**src/rtl/bist_pkg.sv**
```systemverilog
// Shared FSM encodings, default polynomial and counter sizing for the BIST engine.
// Pure declarations; no timing or flow-control behaviour.
package bist_pkg;

  localparam logic [2:0] S_IDLE  = 3'd0;
  localparam logic [2:0] S_RUN   = 3'd1;
  localparam logic [2:0] S_FLUSH = 3'd2;
  localparam logic [2:0] S_CMP   = 3'd3;
  localparam logic [2:0] S_DONE  = 3'd4;

  localparam logic [15:0] DEF_POLY = 16'hB400;

  // Pattern counter must hold values up to N_PATTERNS.
  function automatic int cnt_width(input int n);
    return (n < 1) ? 1 : $clog2(n + 1);
  endfunction

endpackage

```
**src/rtl/lfsr_misr.sv**
```systemverilog
// Right-shifting Galois register: pattern generator (MISR_EN=0) or signature compactor (MISR_EN=1).
// One step per enabled cycle; load has priority over enable; no backpressure.
module lfsr_misr #(
  parameter int               WIDTH   = 16,
  parameter logic [WIDTH-1:0] POLY    = 16'hB400,
  parameter bit               MISR_EN = 1'b0,
  parameter logic [WIDTH-1:0] RST_VAL = '0
) (
  input  logic             i_clk,
  input  logic             i_rst_n,
  input  logic             i_load,
  input  logic [WIDTH-1:0] i_load_val,
  input  logic             i_en,
  input  logic [WIDTH-1:0] i_par,
  output logic [WIDTH-1:0] o_state
);

  logic [WIDTH-1:0] r_state;
  logic [WIDTH-1:0] w_next;

  always_comb begin
    w_next = (r_state >> 1) ^ (r_state[0] ? POLY : '0);
    if (MISR_EN) begin
      w_next = w_next ^ i_par;
    end
  end

  always_ff @(posedge i_clk or negedge i_rst_n) begin
    if (!i_rst_n) begin
      r_state <= RST_VAL;
    end else if (i_load) begin
      r_state <= i_load_val;
    end else if (i_en) begin
      r_state <= w_next;
    end
  end

  assign o_state = r_state;

endmodule

```
**src/rtl/bist_engine.sv**
```systemverilog
// Self-test controller: LFSR vectors into one CUT, MISR compaction, golden compare.
// Start edge to bist_end in N_PATTERNS+CUT_LAT+1 clock edges; starts outside IDLE/DONE are ignored.
module bist_engine
  import bist_pkg::*;
#(
  parameter int                LFSR_W     = 16,
  parameter logic [LFSR_W-1:0] LFSR_POLY  = DEF_POLY,
  parameter logic [LFSR_W-1:0] LFSR_SEED  = 16'h0001,
  parameter int                MISR_W     = 16,
  parameter logic [MISR_W-1:0] MISR_POLY  = DEF_POLY,
  parameter int                N_PATTERNS = 1024,
  parameter int                CUT_LAT    = 2,
  parameter logic [MISR_W-1:0] GOLDEN_SIG = 16'h0000
) (
  input  logic              i_clk,
  input  logic              i_reset_n,
  input  logic              i_bist_start,
  input  logic [MISR_W-1:0] i_cut_out,
  output logic [LFSR_W-1:0] o_cut_in,
  output logic              o_bist_mode,
  output logic              o_running,
  output logic              o_bist_end,
  output logic              o_pass_nfail,
  output logic [MISR_W-1:0] o_signature
);

  localparam int                CNT_W    = cnt_width(N_PATTERNS);
  localparam int                LINE_W   = (CUT_LAT > 0) ? CUT_LAT : 1;
  localparam logic [LFSR_W-1:0] SEED_EFF = (LFSR_SEED == '0) ? LFSR_W'(1) : LFSR_SEED;

  logic [2:0]        r_state;
  logic              r_prev_start;
  logic [CNT_W-1:0]  r_cnt;
  logic [3:0]        r_flush_cnt;
  logic [LINE_W-1:0] r_vld_line;
  logic              r_running;
  logic              r_bist_mode;
  logic              r_bist_end;
  logic              r_pass;
  logic [MISR_W-1:0] r_sig;

  logic              w_start;
  logic              w_cap_en;
  logic [MISR_W-1:0] w_misr;

  assign w_start = i_bist_start & ~r_prev_start & ((r_state == S_IDLE) | (r_state == S_DONE));
  // Responses lag their vectors by CUT_LAT cycles; the line marks which cycles carry one.
  assign w_cap_en = (CUT_LAT == 0) ? (r_state == S_RUN) : r_vld_line[LINE_W-1];

  lfsr_misr #(.WIDTH(LFSR_W), .POLY(LFSR_POLY), .MISR_EN(1'b0), .RST_VAL(SEED_EFF)) u_gen (
    .i_clk(i_clk), .i_rst_n(i_reset_n), .i_load(w_start), .i_load_val(SEED_EFF),
    .i_en(r_state == S_RUN), .i_par('0), .o_state(o_cut_in)
  );

  lfsr_misr #(.WIDTH(MISR_W), .POLY(MISR_POLY), .MISR_EN(1'b1), .RST_VAL('0)) u_misr (
    .i_clk(i_clk), .i_rst_n(i_reset_n), .i_load(w_start), .i_load_val('0),
    .i_en(w_cap_en), .i_par(i_cut_out), .o_state(w_misr)
  );

  always_ff @(posedge i_clk or negedge i_reset_n) begin
    if (!i_reset_n) begin
      r_state      <= S_IDLE;
      r_prev_start <= 1'b1;  // a start held through reset must drop before it counts
      r_cnt        <= '0;
      r_flush_cnt  <= '0;
      r_vld_line   <= '0;
      r_running    <= 1'b0;
      r_bist_mode  <= 1'b0;
      r_bist_end   <= 1'b0;
      r_pass       <= 1'b0;
      r_sig        <= '0;
    end else begin
      r_prev_start <= i_bist_start;
      r_vld_line   <= w_start ? '0 : ((r_vld_line << 1) | LINE_W'(r_state == S_RUN));
      case (r_state)
        S_IDLE, S_DONE: begin
          if (w_start) begin
            r_state     <= S_RUN;
            r_cnt       <= '0;
            r_flush_cnt <= '0;
            r_running   <= 1'b1;
            r_bist_mode <= 1'b1;
            r_bist_end  <= 1'b0;
            r_pass      <= 1'b0;
          end
        end
        S_RUN: begin
          if (r_cnt == CNT_W'(N_PATTERNS - 1)) begin
            r_state     <= (CUT_LAT == 0) ? S_CMP : S_FLUSH;
            r_flush_cnt <= '0;
          end else begin
            r_cnt <= r_cnt + 1'b1;
          end
        end
        S_FLUSH: begin
          if (r_flush_cnt == 4'(CUT_LAT - 1)) begin
            r_state <= S_CMP;
          end else begin
            r_flush_cnt <= r_flush_cnt + 1'b1;
          end
        end
        S_CMP: begin
          r_sig       <= w_misr;
          r_pass      <= (w_misr == GOLDEN_SIG);
          r_running   <= 1'b0;
          r_bist_mode <= 1'b0;
          r_bist_end  <= 1'b1;
          r_state     <= S_DONE;
        end
        default: r_state <= S_IDLE;
      endcase
    end
  end

  assign o_bist_mode  = r_bist_mode;
  assign o_running    = r_running;
  assign o_bist_end   = r_bist_end;
  assign o_pass_nfail = r_pass;
  assign o_signature  = r_sig;

endmodule

```
**config.mk**
```make
export PLATFORM = sky130hd
export DESIGN_NAME = bist_engine
export DESIGN_NICKNAME = d
export VERILOG_FILES = /design/src/rtl/bist_pkg.sv /design/src/rtl/lfsr_misr.sv /design/src/rtl/bist_engine.sv
export SDC_FILE = /design/constraint.sdc
export NUM_CORES = 1
export LEC_CHECK = 0
export ABC_AREA = 1
export BUFFER_PORTS_ARGS = -buffer_cell sky130_fd_sc_hd__buf_2
export CORE_UTILIZATION = 35
export CTS_CLUSTER_SIZE = 14
export DETAILED_ROUTE_END_ITERATION = 10
export HOLD_SLACK_MARGIN = 0.06
export PLACE_DENSITY_LB_ADDON = 0.3
export RECOVER_POWER = 25
export SYNTH_ARGS = -nofsm -noshare
export SYNTH_HDL_FRONTEND = slang
export SYNTH_SLANG_ARGS = --single-unit
```
**constraint.sdc**
```tcl
create_clock -name i_clk -period 2.05 [get_ports i_clk]
set_input_delay 0.205 -clock i_clk [delete_from_list [all_inputs] [get_ports i_clk]]
set_output_delay 0.205 -clock i_clk [all_outputs]
set_load 0.005 [all_outputs]
```
Yosys cells after proc, flatten, opt, wreduce, memory -nomap -nowiden

Cells that the tools add are included.

Reduce and logical (&&, ||, !) cells: 12
Bitwise gates (word level): 8
Eq/ne operators: 11
Mux-type cells: 23
Add/subtract/negate cells: 2

Operator list:

| kind                                                                    | count |
|---|---|
| 16-bit 2-to-1 mux                                                       | 6 |
| 15-bit by 16-bit XOR with 16-bit output                                 | 2 |
| 11-bit 2-to-1 mux                                                       | 2 |
| 11-bit one-hot mux with 2 select lines                                  | 1 |
| 16-bit logical NOT                                                      | 1 |
| 16-bit XOR                                                              | 1 |
| 4-bit 2-to-1 mux                                                        | 3 |
| 3-bit one-hot mux with 4 select lines                                   | 1 |
| 4-bit one-hot mux with 3 select lines                                   | 1 |
| 11-bit by 1-bit adder with 11-bit output, second input constant         | 1 |
| 11-bit by 10-bit equality test with 1-bit output, second input constant | 1 |
| 2-bit inequality test, second input constant                            | 5 |
| 3-bit 2-to-1 mux                                                        | 3 |
| 2-bit nonzero test                                                      | 4 |
| 3-bit by 2-bit equality test with 1-bit output, second input constant   | 2 |
| 1-bit one-hot mux with 2 select lines                                   | 3 |
| 3-bit AND reduction                                                     | 2 |
| 4-bit by 1-bit adder with 4-bit output, second input constant           | 1 |
| 4-bit by 1-bit equality test with 1-bit output, second input constant   | 1 |
| 4-bit AND reduction                                                     | 1 |
| 3-bit by 1-bit equality test with 1-bit output, second input constant   | 1 |
| 3-bit equality test, second input constant                              | 1 |
| 3-bit logical NOT                                                       | 1 |
| 3-bit nonzero test                                                      | 1 |
| other kinds (8)                                                         | 10 |

Output and inout bits: 36
Word-level logic and storage cells: 67
Bits of input ports: 19
Bits in registers: 72

Logic depth before layout (Yosys ltp)

Gate-level depths: netlist (run 1).

Depth in word-level cells: 5
Mapped depth: 8
Gate-level depth less buffers: 8

Modules after synthesis

From an unflattened synthesis (run 1), not the netlist that was laid out.

Cells, all modules: 439
Area, all modules: 3,659.8 um^2

By module, submodules not included:

| module             | instances | cells an instance | area an instance (um^2) | sequential area each (um^2) |
|---|---|---|---|---|
| bist_engine        | 1         | 242               | 1,998.2                 | 1,002.2 |
| lfsr_misr (u_misr) | 1         | 97                | 885.8                   | 400.4 |
| lfsr_misr (u_gen)  | 1         | 100               | 775.7                   | 401.6 |

Least setup slack after synthesis (run 1)

No wires, ideal clock.

Path type: flip-flop to flip-flop
Start: register r_cnt[0]
End: register r_flush_cnt[3]
Setup slack: 0.623 ns
Arrival: 1.306 ns
Period minus slack after synthesis: 1.427 ns
Library setup time: 0.120 ns
Stages on the path, launching flop included: 9
Data required time: 1.930 ns
Buffers on the path: 0
Path through: dfrtp_1 > ha_1 > nand2_1 > nor2_1 > nand3_1 > nand2_1 > nand3_1 > nand2_1 > nand2_1

Cells in the longest elaborated chain, start to end: 3

RTL lines:

| what                                             | line              | source |
|---|---|---|
| from (decl)                                      | bist_engine.sv:33 | `logic [CNT_W-1:0] r_cnt;` |
| from (signal assigned)                           | bist_engine.sv:92 | `r_cnt <= r_cnt + 1'b1;` |
| 11-bit by 10-bit equality test with 1-bit output | bist_engine.sv:88 | `if (r_cnt == CNT_W'(N_PATTERNS - 1)) begin` |
| 2-bit inequality test (no line)                  | --                |  |
| 4-bit AND reduction (no line)                    | --                |  |
| to (signal assigned)                             | bist_engine.sv:99 | `r_flush_cnt <= r_flush_cnt + 1'b1;` |
| to (decl)                                        | bist_engine.sv:34 | `logic [3:0] r_flush_cnt;` |

Every way passes these cells.
A chain may end at the register's enable or synchronous reset.

Worst setup path after layout (run 1)

Start: input i_bist_start
End: register r_flush_cnt[0]

Cells in the longest elaborated chain, start to end: 4

RTL lines:

| what                            | line              | source |
|---|---|---|
| from (decl)                     | bist_engine.sv:17 | `input logic i_bist_start,` |
| 1-bit bitwise AND (2 in series) | bist_engine.sv:46 | `assign w_start = i_bist_start & ~r_prev_start & ((r_state == S_IDLE) \| (r_state == S_DONE));` |
| 2-bit inequality test (no line) | --                |  |
| 4-bit AND reduction (no line)   | --                |  |

Every way passes these cells.

==> impl_results.md, run 1 <==
* Outcome: finished clean
* Fin crit period at 1.65 ns
* Avg WL per Cell at 12.2 um
* Clock tree buffer depth at 2
* Max Fclk at 605 MHz
* Initial core utilization at 0.365
* Synthesized area at 3200 sq um
* Worst-path maximum fanout at 6
* Worst hold start: i_cut_out[5]
* Synth warn at 0
* Finish-stage setup viols at 0
* Insertion delay to the later sink of the worst-skew pair at 0.34 ns
* Number of fill cells at 870
* Max_cap viols at 0
* Hold EP: u_misr.o_state[5]
* WP buf/inv at 3
* CTS Buf Count at 9
* Post-Syn Nets at 378
* Width of the die at 97.6 um
* Reg2reg path depth at 8
* Cell family with most CP delay: buffers and inverters
* Slew Limit Fails at 0
* Vias in the first global route at 2,496
* Top Ports at 55
* Synthesized flop and latch total at 72
* Worst Slack Setup Final at 0.397 ns
* Cell area after layout at 3830 sq um
* Synth Flop Type: dfrtp_1
* Post_cts resized at 0
* Total Routing Usage GR at 0.152
* Worst setup SP type: input port
* Reg2reg start: r_cnt[0]
* Final hold viol count at 0
* DP Wirelength at 4420 um
* End of the worst register-to-register path: r_flush_cnt[0]
* Largest net degree at the start of global routing at 73
* Worst Skew at 0.0130 ns
* First-pass GRT wire length at 11,700 um
* CP peak stage delay at 0.53 ns
* Grt total ovfl at 0
* DR DRC count at 0
* Setup TNS at 0 ns
* RSZ-0062 raised after global routing: false
* Period utilisation layout at 0.807
* Drt first pass iters at 4
* Critical path class: input port to register
* Area grow syn2layout at 19.9%
* CP endpoint kind: register
* R2R setup slack at 0.42 ns
* Post-CTS Setup Inserts at 0
* WL final at 6450 um
* Max_slew headroom at 0.354
* Area of the core at 8760 sq um
* Via density at 4.66
* GP Congestion at 0.770
* Initial antenna violation count at 0
* CTS tree: done
* HP Class: input port to register
* CP Cell Sequence: dlygate4sd3_1 -> clkbuf_1 -> inv_1 -> o21ai_0 -> nand3_1 -> nand2_1 -> nand2_1
* PortBufs at 54
* Fraction of layout instances using a drive strength above 1 at 0.197
* Maximum VDD drop at 448 uV
* CTS root buffer: clkbuf_8
* Full die area at 9520 sq um
* Clock Pin Slew Worst Setup and Hold Paths at 0.08 ns
* Synth Instances at 356
* Hold_buf cts at 2
* Row count at 34
* Async set or reset register ratio after synthesis at 1.00
* H-tree level count at 3
* Vias at 2,467
* Die Ht at 97.6 um
* PD cells at 1450 nW/um^2
* Most common cell after layout, fill and taps aside: nand2_1
* Pre-CTS WS at 0.448 ns
* Worst Path Arrival at 1.88 ns
* Hold Path Stages at 3
* Number of DRC markers in iteration 0 at 171
* Least-Margin Pin Slew at 0.968 ns
* Post-DP Area at 3590 sq um
* Avg Cell Area, Syn at 8.98 sq um
* Synth unique cells at 24
* Crit path top cell by count: nand2_1
* Final #Nets at 439
* Antenna diode count at 0
* Leakage power at 1.95 nW
* Routed Antenna Nets at 0
* Most frequent cells in the layout: 97 x nand2_1, 70 x dfrtp_1, 53 x buf_2
* Post-synth EDFFs at 0
* Seq/Total Area, Yosys at 0.564
* Required time worst endpoint at 2.27 ns
* Critical-path top delay cell: dlygate4sd3_1
* Clock sinks at 72
layout make-up:
| class | count | area (sq um) | share of cell area |
|---|---|---|---|
| Multi-Input combinational cell | 234 | 1190 | 0.312 |
| Sequential cell | 72 | 1800 | 0.471 |
| Clock inverter | 6 | 109 | 0.0284 |
| Inverter | 41 | 154 | 0.0402 |
| Timing Repair Buffer | 59 | 312 | 0.0813 |
| Tap cell | 108 | 135 | 0.0353 |
| Clock buffer | 9 | 124 | 0.0323 |
registers in the layout, indices dropped and copies added, names as in the netlist:
signal and cells:
o_signature 16, r_flush_cnt 4, u_misr.o_state 16, o_pass_nfail 1, r_state 3, r_vld_line 2
o_bist_end 1, o_bist_mode 1, r_prev_start 1, u_gen.o_state 16, r_cnt 11
cell families after synthesis:
group,synth area share
buf+inv,0.0618
simple gates,0.202
fa+ha+maj,0.0117
flops,0.564
xor+xnor,0.0685
compound gates,0.0912
worst max-delay path by stage:
stage,slack [ns],cells past startpoint,start,endpoint
2_1_floorplan,0.62,8,r_cnt[0],r_flush_cnt[3]
3_3_place_gp,0.47,4,r_state[1],u_misr.o_state[4]
3_5_place_dp,0.45,8,r_cnt[0],r_flush_cnt[2]
4_1_cts,0.42,8,r_cnt[0],r_flush_cnt[2]
5_1_grt,0.17,8,r_cnt[0],r_flush_cnt[3]
6_report,0.40,7,i_bist_start,r_flush_cnt[0]
report_power, final:
group          switching (mW)  leakage (nW)  internal, mW
Sequential              0.346         0.944          1.94
Combinational            1.15         0.883         0.781
Clock                   0.534         0.119         0.800
Total                    2.03          1.95          3.52
worst reg2reg max path, delay by kind of cell, from the launching register on:
kind	cells	cell delay, ns
and+or+nand+nor	7	0.97
adders and majority gates	1	0.17
DFF	1	0.38
metal layers:
metal / global-route usage / wire length, um / vias to the layer above / share of wire
li1: - / - / 1266 / -
met1: 0.207 / 3140 / 1150 / 0.49
met2: 0.232 / 3000 / 47 / 0.46
met3: 0.0417 / 259 / 4 / 0.040
met4: 0.0509 / 59 / 0 / 0.0091
met5: 0 / 0 / - / 0
per-stage QoR:
step,utilization,power (mW),cells,hold WS [ns]
6_report,0.437,5.55,529,0.167
5_1_grt,0.437,6.02,529,0.153
4_1_cts,0.439,5.61,529,0.148
3_5_place_dp,0.410,4.26,512,0.266
3_3_place_gp,0.410,4.23,512,0.264
2_1_floorplan,-,3.58,356,-0.0906
cell usage after synthesis, types with 4 or more instances:
library cell | number | share of area
a21oi_1 | 4 | 0.0063
buf_2 | 5 | 0.0078
dfrtp_1 | 70 | 0.55
inv_1 | 37 | 0.043
inv_2 | 4 | 0.0047
nand2_1 | 97 | 0.11
nand3_1 | 18 | 0.028
nand4_1 | 6 | 0.012
nor2_1 | 19 | 0.022
o21ai_0 | 34 | 0.053
o22ai_1 | 15 | 0.029
xnor2_1 | 19 | 0.052
xor2_1 | 6 | 0.016
(Power assumes the default switching activity.)
==> run 2: changes to the inputs <==
==> constraint.sdc (replaced) <==
create_clock -name i_clk -period 1.6 [get_ports i_clk]
set_input_delay 0.16 -clock i_clk [delete_from_list [all_inputs] [get_ports i_clk]]
set_output_delay 0.16 -clock i_clk [all_outputs]
set_load 0.005 [all_outputs]
==> impl_results.md, run 2 (synthesized netlist as in run 1, its figures left out) <==
* Outcome: finished clean
* Period utilisation layout at 0.907
* Required time worst endpoint at 1.84 ns
* Post-CTS Setup Inserts at 0
* RSZ-0062 raised after global routing: true
* H-tree level count at 3
* Most frequent cells in the layout: 96 x nand2_1, 70 x dfrtp_1, 54 x buf_2
* Sw Ratio at 0.359
* Clock tree buffer depth at 2
* Routed Antenna Nets at 0
* Final #Nets at 444
* Number of DRC markers in iteration 0 at 134
* Util after Layout at 0.448
* Vias in the first global route at 2,522
* PortBufs at 54
* Worst setup SP type: register
* Fraction of layout instances using a drive strength above 1 at 0.218
* Max_slew headroom at 0.351
* Full die area at 9520 sq um
* Internal at 4.76 mW
* Least-Margin Pin Slew at 0.974 ns
* CTS root buffer: clkbuf_8
* DR DRC count at 0
* DP Wirelength at 4550 um
* Finish-stage setup viols at 0
* Vias at 2,555
* Worst Path Arrival at 1.69 ns
* Antenna diode count at 0
* Via density at 4.78
* PD cells at 1890 nW/um^2
* Total Routing Usage GR at 0.156
* Fin crit period at 1.45 ns
* Max Fclk at 689 MHz
* First-pass GRT wire length at 11,900 um
* CP endpoint kind: register
* Drt first pass iters at 4
* Row count at 34
* Worst-path maximum fanout at 10
* HP Class: input port to register
* Insertion delay to the later sink of the worst-skew pair at 0.34 ns
* Die Ht at 97.6 um
* Width of the die at 97.6 um
* Clock Pin Slew Worst Setup and Hold Paths at 0.08 ns
* Part of the power in registers at 0.395
* Clock sinks at 72
* Worst Skew at 0.00868 ns
* CTS tree: done
* Slew Limit Fails at 0
* WL final at 6690 um
* GP Congestion at 0.772
* Leakage power at 1.99 nW
* Final Non-Filler Cells at 535
* Avg WL per Cell at 12.5 um
* Area grow syn2layout at 22.9%
* Initial core utilization at 0.365
* Initial antenna violation count at 0
* Net Switching at 2.66 mW
* Area of the core at 8760 sq um
* Placed Cells at 517
* Clk pwr share at 0.258
* Combinational Power Share at 0.346
* Critical path class: register to register
* Top Ports at 55
* Setup TNS at 0 ns
* Grt total ovfl at 0
* Maximum VDD drop at 623 uV
* Most common cell after layout, fill and taps aside: nand2_1
* CTS Buf Count at 9
* Largest net degree at the start of global routing at 73
* Final total power at 7.42 mW
* Final hold viol count at 0
* Max_cap viols at 0
-- run 2: metrics by stage --
step	cell area, sq um	hold slack, ns	setup slack, ns
2_1_floorplan	3200	-0.136	0.173
3_3_place_gp	3640	0.221	0.123
3_5_place_dp	3640	0.222	0.0810
4_1_cts	3930	0.107	0.0702
5_1_grt	3930	0.115	-0.00384
6_report	3930	0.118	0.149
-- run 2: per-layer routing --
metal | up-vias | wire (um) | global-route usage | part of all wire
met3 | 4 | 326 | 0.0453 | 0.049
li1 | 1274 | - | - | -
met5 | - | 0 | 0 | 0
met2 | 57 | 3190 | 0.243 | 0.48
met1 | 1220 | 3120 | 0.209 | 0.47
met4 | 0 | 51 | 0.0475 | 0.0076
-- run 2: worst max-delay path: stages, from the launching register on --
cell and delay [ns]:
dfrtp_1 0.45, nor3_4 0.30, inv_1 0.11, nand2_2 0.16, nand2_2 0.17, nand2_1 0.10
nand2_1 0.06
-- run 2: path summary, 6_finish.rpt --
kind / startpoint / to / slack [ns] / cells after the start
hold / removal: i_cut_out[5] / u_misr.o_state[5] / 0.12 / 3
setup reg to reg: r_state[1] / r_cnt[6] / 0.15 / 6
max in group asynchronous: i_reset_n / r_cnt[0] / 0.36 / 3
setup / recovery: r_state[1] / r_cnt[6] / 0.15 / 6
min in group asynchronous: i_reset_n / o_signature[6] / 0.62 / 3
hold reg to reg: r_flush_cnt[3] / r_flush_cnt[3] / 0.48 / 2
-- run 2: area by class of cell --
cell class                 instances  area, sq um
clock buffer                       9          124
clock inverter                     7          143
inverter                          41          154
multi-input combinational        234         1210
tap                              108          135
fill                             861         4830
timing repair buffer              64          363
sequential                        72         1800
-- run 2: timing repair --
| item | CTS | global route |
|---|---|---|
| hold buffers | 2 | 0 |
| resized for setup | 0 | 4 |
| hold endpoints to repair | 71 | 0 |
| endpoints found under the setup margin | 0 | 16 |
-- run 2: power groups by stage --
stage	Clock, mW	Sequential, mW	Combinational (mW)
finish	1.92	2.93	2.57
global route	2.03	3.04	2.95
CTS	1.95	2.94	2.60
detailed placement	0	2.96	2.58
global placement	0	2.95	2.54
floorplan	0	2.93	1.66
==> run 3: changes to the inputs <==
==> constraint.sdc (replaced) <==
create_clock -name i_clk -period 1.4 [get_ports i_clk]
set_input_delay 0.14 -clock i_clk [delete_from_list [all_inputs] [get_ports i_clk]]
set_output_delay 0.14 -clock i_clk [all_outputs]
set_load 0.005 [all_outputs]
==> impl_results.md, run 3 (synthesized netlist as in run 1, its figures left out) <==
* Post-DP Area at 3780 sq um
* End of the worst register-to-register path: r_cnt[7]
* Clock tree buffer depth at 2
* Fraction of layout instances using a drive strength above 1 at 0.264
* Die Ht at 97.6 um
* First-pass GRT wire length at 11,600 um
* Leakage power at 2.06 nW
* Final total power at 8.49 mW
* Finish-stage setup viols at 0
* Vias in the first global route at 2,556
* R2R setup slack at 0.02 ns
* PortBufs at 54
* Outcome: finished clean
* CP peak stage delay at 0.39 ns
* Most common cell after layout, fill and taps aside: nand2_1
* Maximum VDD drop at 555 uV
* Worst-path maximum fanout at 10
* WP buf/inv at 1
* Via density at 4.69
* Slew Limit Fails at 0
* CP endpoint kind: register
* Crit path top cell by count: nand2_1
* Vias at 2,591
* Most frequent cells in the layout: 94 x nand2_1, 69 x dfrtp_1, 52 x buf_2
* Avg WL per Cell at 12.4 um
* Worst setup SP type: register
* Final #Nets at 461
* Routed Antenna Nets at 0
* Reg2reg start: r_cnt[0]
* RSZ-0062 raised after global routing: true
* Hold EP: u_misr.o_state[4]
* Clock Pin Slew Worst Setup and Hold Paths at 0.08 ns
* Max Fclk at 725 MHz
* PD cells at 2080 nW/um^2
* Full die area at 9520 sq um
* Max_slew headroom at 0.423
* Drt first pass iters at 4
* Max_cap viols at 0
* DR DRC count at 0
* Cell area after layout at 4080 sq um
* Insertion delay to the later sink of the worst-skew pair at 0.34 ns
* Area grow syn2layout at 27.7%
* DP Wirelength at 4750 um
* Width of the die at 97.6 um
* Initial core utilization at 0.365
* Clock sinks at 72
* WL final at 6850 um
* CP Cell Sequence: ha_1 -> nand2_2 -> nor2_2 -> buf_4 -> nand4_1 -> nand2_4 -> nand2_1 -> nand2_1
* Cell family with most CP delay: simple AND/OR/NAND/NOR gates
* Fin crit period at 1.38 ns
* Antenna diode count at 0
* CTS root buffer: clkbuf_8
* Critical path class: register to register
* Required time worst endpoint at 1.63 ns
* Area of the core at 8760 sq um
* Reg2reg path depth at 8
* CTS Buf Count at 9
* Critical-path top delay cell: dfrtp_1
* HP Class: input port to register
* Hold Path Stages at 3
* Final hold viol count at 0
* Period utilisation layout at 0.986
* Row count at 34
* Worst Skew at 0.00773 ns
* Total Routing Usage GR at 0.153
* Largest net degree at the start of global routing at 32
* Initial antenna violation count at 0
* GP Congestion at 0.791
* Worst Path Arrival at 1.61 ns
* Worst hold start: i_cut_out[4]
* Number of DRC markers in iteration 0 at 103
* Top Ports at 55
* CTS tree: done
* Grt total ovfl at 0
* H-tree level count at 3
* Number of fill cells at 815
* Least-Margin Pin Slew at 0.866 ns
-- run 3: changes by cell type in the layout (fill, tap and decap cells not counted), moves of 2 or more --
| cell | before | now |
|---|---|---|
| buf_2 | 54 | 52 |
| buf_4 | 6 | 21 |
| buf_6 | 0 | 2 |
| bufinv_16 | 4 | 2 |
| clkbuf_1 | 0 | 2 |
| clkinv_4 | 1 | 3 |
| clkinvlp_4 | 0 | 2 |
| nand2_1 | 96 | 94 |
| nand2_4 | 0 | 3 |
| nor2_1 | 17 | 13 |
| nor2_2 | 1 | 4 |
-- run 3: layout make-up --
type,instances,area [sq um],share of cell area
inverters,41,154,0.0377
multi-input cells,234,1250,0.307
flip-flops and latches,72,1810,0.442
repair inverters,1,7.51,0.00184
clock buffers,10,128,0.0313
repair buffers,80,504,0.124
well taps,108,135,0.0331
clock inverters,6,93.8,0.0230
-- run 3: per-stage QoR --
stage	util	worst slack, ns	hold slack (ns)	TNS [ns]	cells
after CTS	0.460	0.00468	0.0855	0	550
after global routing	0.466	-0.115	0.0913	-2.08	552
final	0.466	0.0200	0.0980	0	552
after floorplan	-	0.0234	-0.156	0	356
after detailed placement	0.432	-0.0257	0.0897	-0.135	532
after global placement	0.432	0.00926	0.0952	0	532
-- run 3: worst register-to-register path: stages (launching register included) --
cell	delay (ns)
dfrtp_1	0.39
ha_1	0.22
nand2_2	0.09
nor2_2	0.04
buf_4	0.14
nand4_1	0.15
nand2_4	0.13
nand2_1	0.08
nand2_1	0.05
-- run 3: repair_timing --
item / 4_1_cts / 5_1_grt
resized for setup: 2 / 16
endpoints found under the setup margin: 14 / 55
hold buffers: 2 / 0
pin swaps: 1 / 2
endpoints found under the hold margin: 14 / 0
cloned: 0 / 1
buffers inserted: 0 / 2
-- run 3: metal layers --
layer  part of all wire  GRT usage  vias to the layer above
li1                   -          -                     1307
met1               0.48      0.199                     1225
met2               0.47      0.243                       52
met3              0.039     0.0396                        7
met4              0.010     0.0600                        0
met5                  0          0                        -
-- run 3: where the power goes --
group          internal (mW)  switching [mW]  total, mW
registers               2.84           0.493       3.33
logic                   1.46            1.89       3.35
clock network           1.01           0.797       1.81
total                   5.31            3.18       8.49
-- run 3: worst max path at each step --
stage | start | to | depth (start not counted)
finish | r_cnt[0] | r_cnt[7] | 8
global route | r_cnt[0] | r_cnt[4] | 8
CTS | r_state[1] | u_misr.o_state[10] | 6
detailed placement | r_cnt[0] | r_flush_cnt[3] | 8
global placement | r_cnt[0] | r_flush_cnt[0] | 8
floorplan | r_cnt[0] | r_flush_cnt[3] | 8
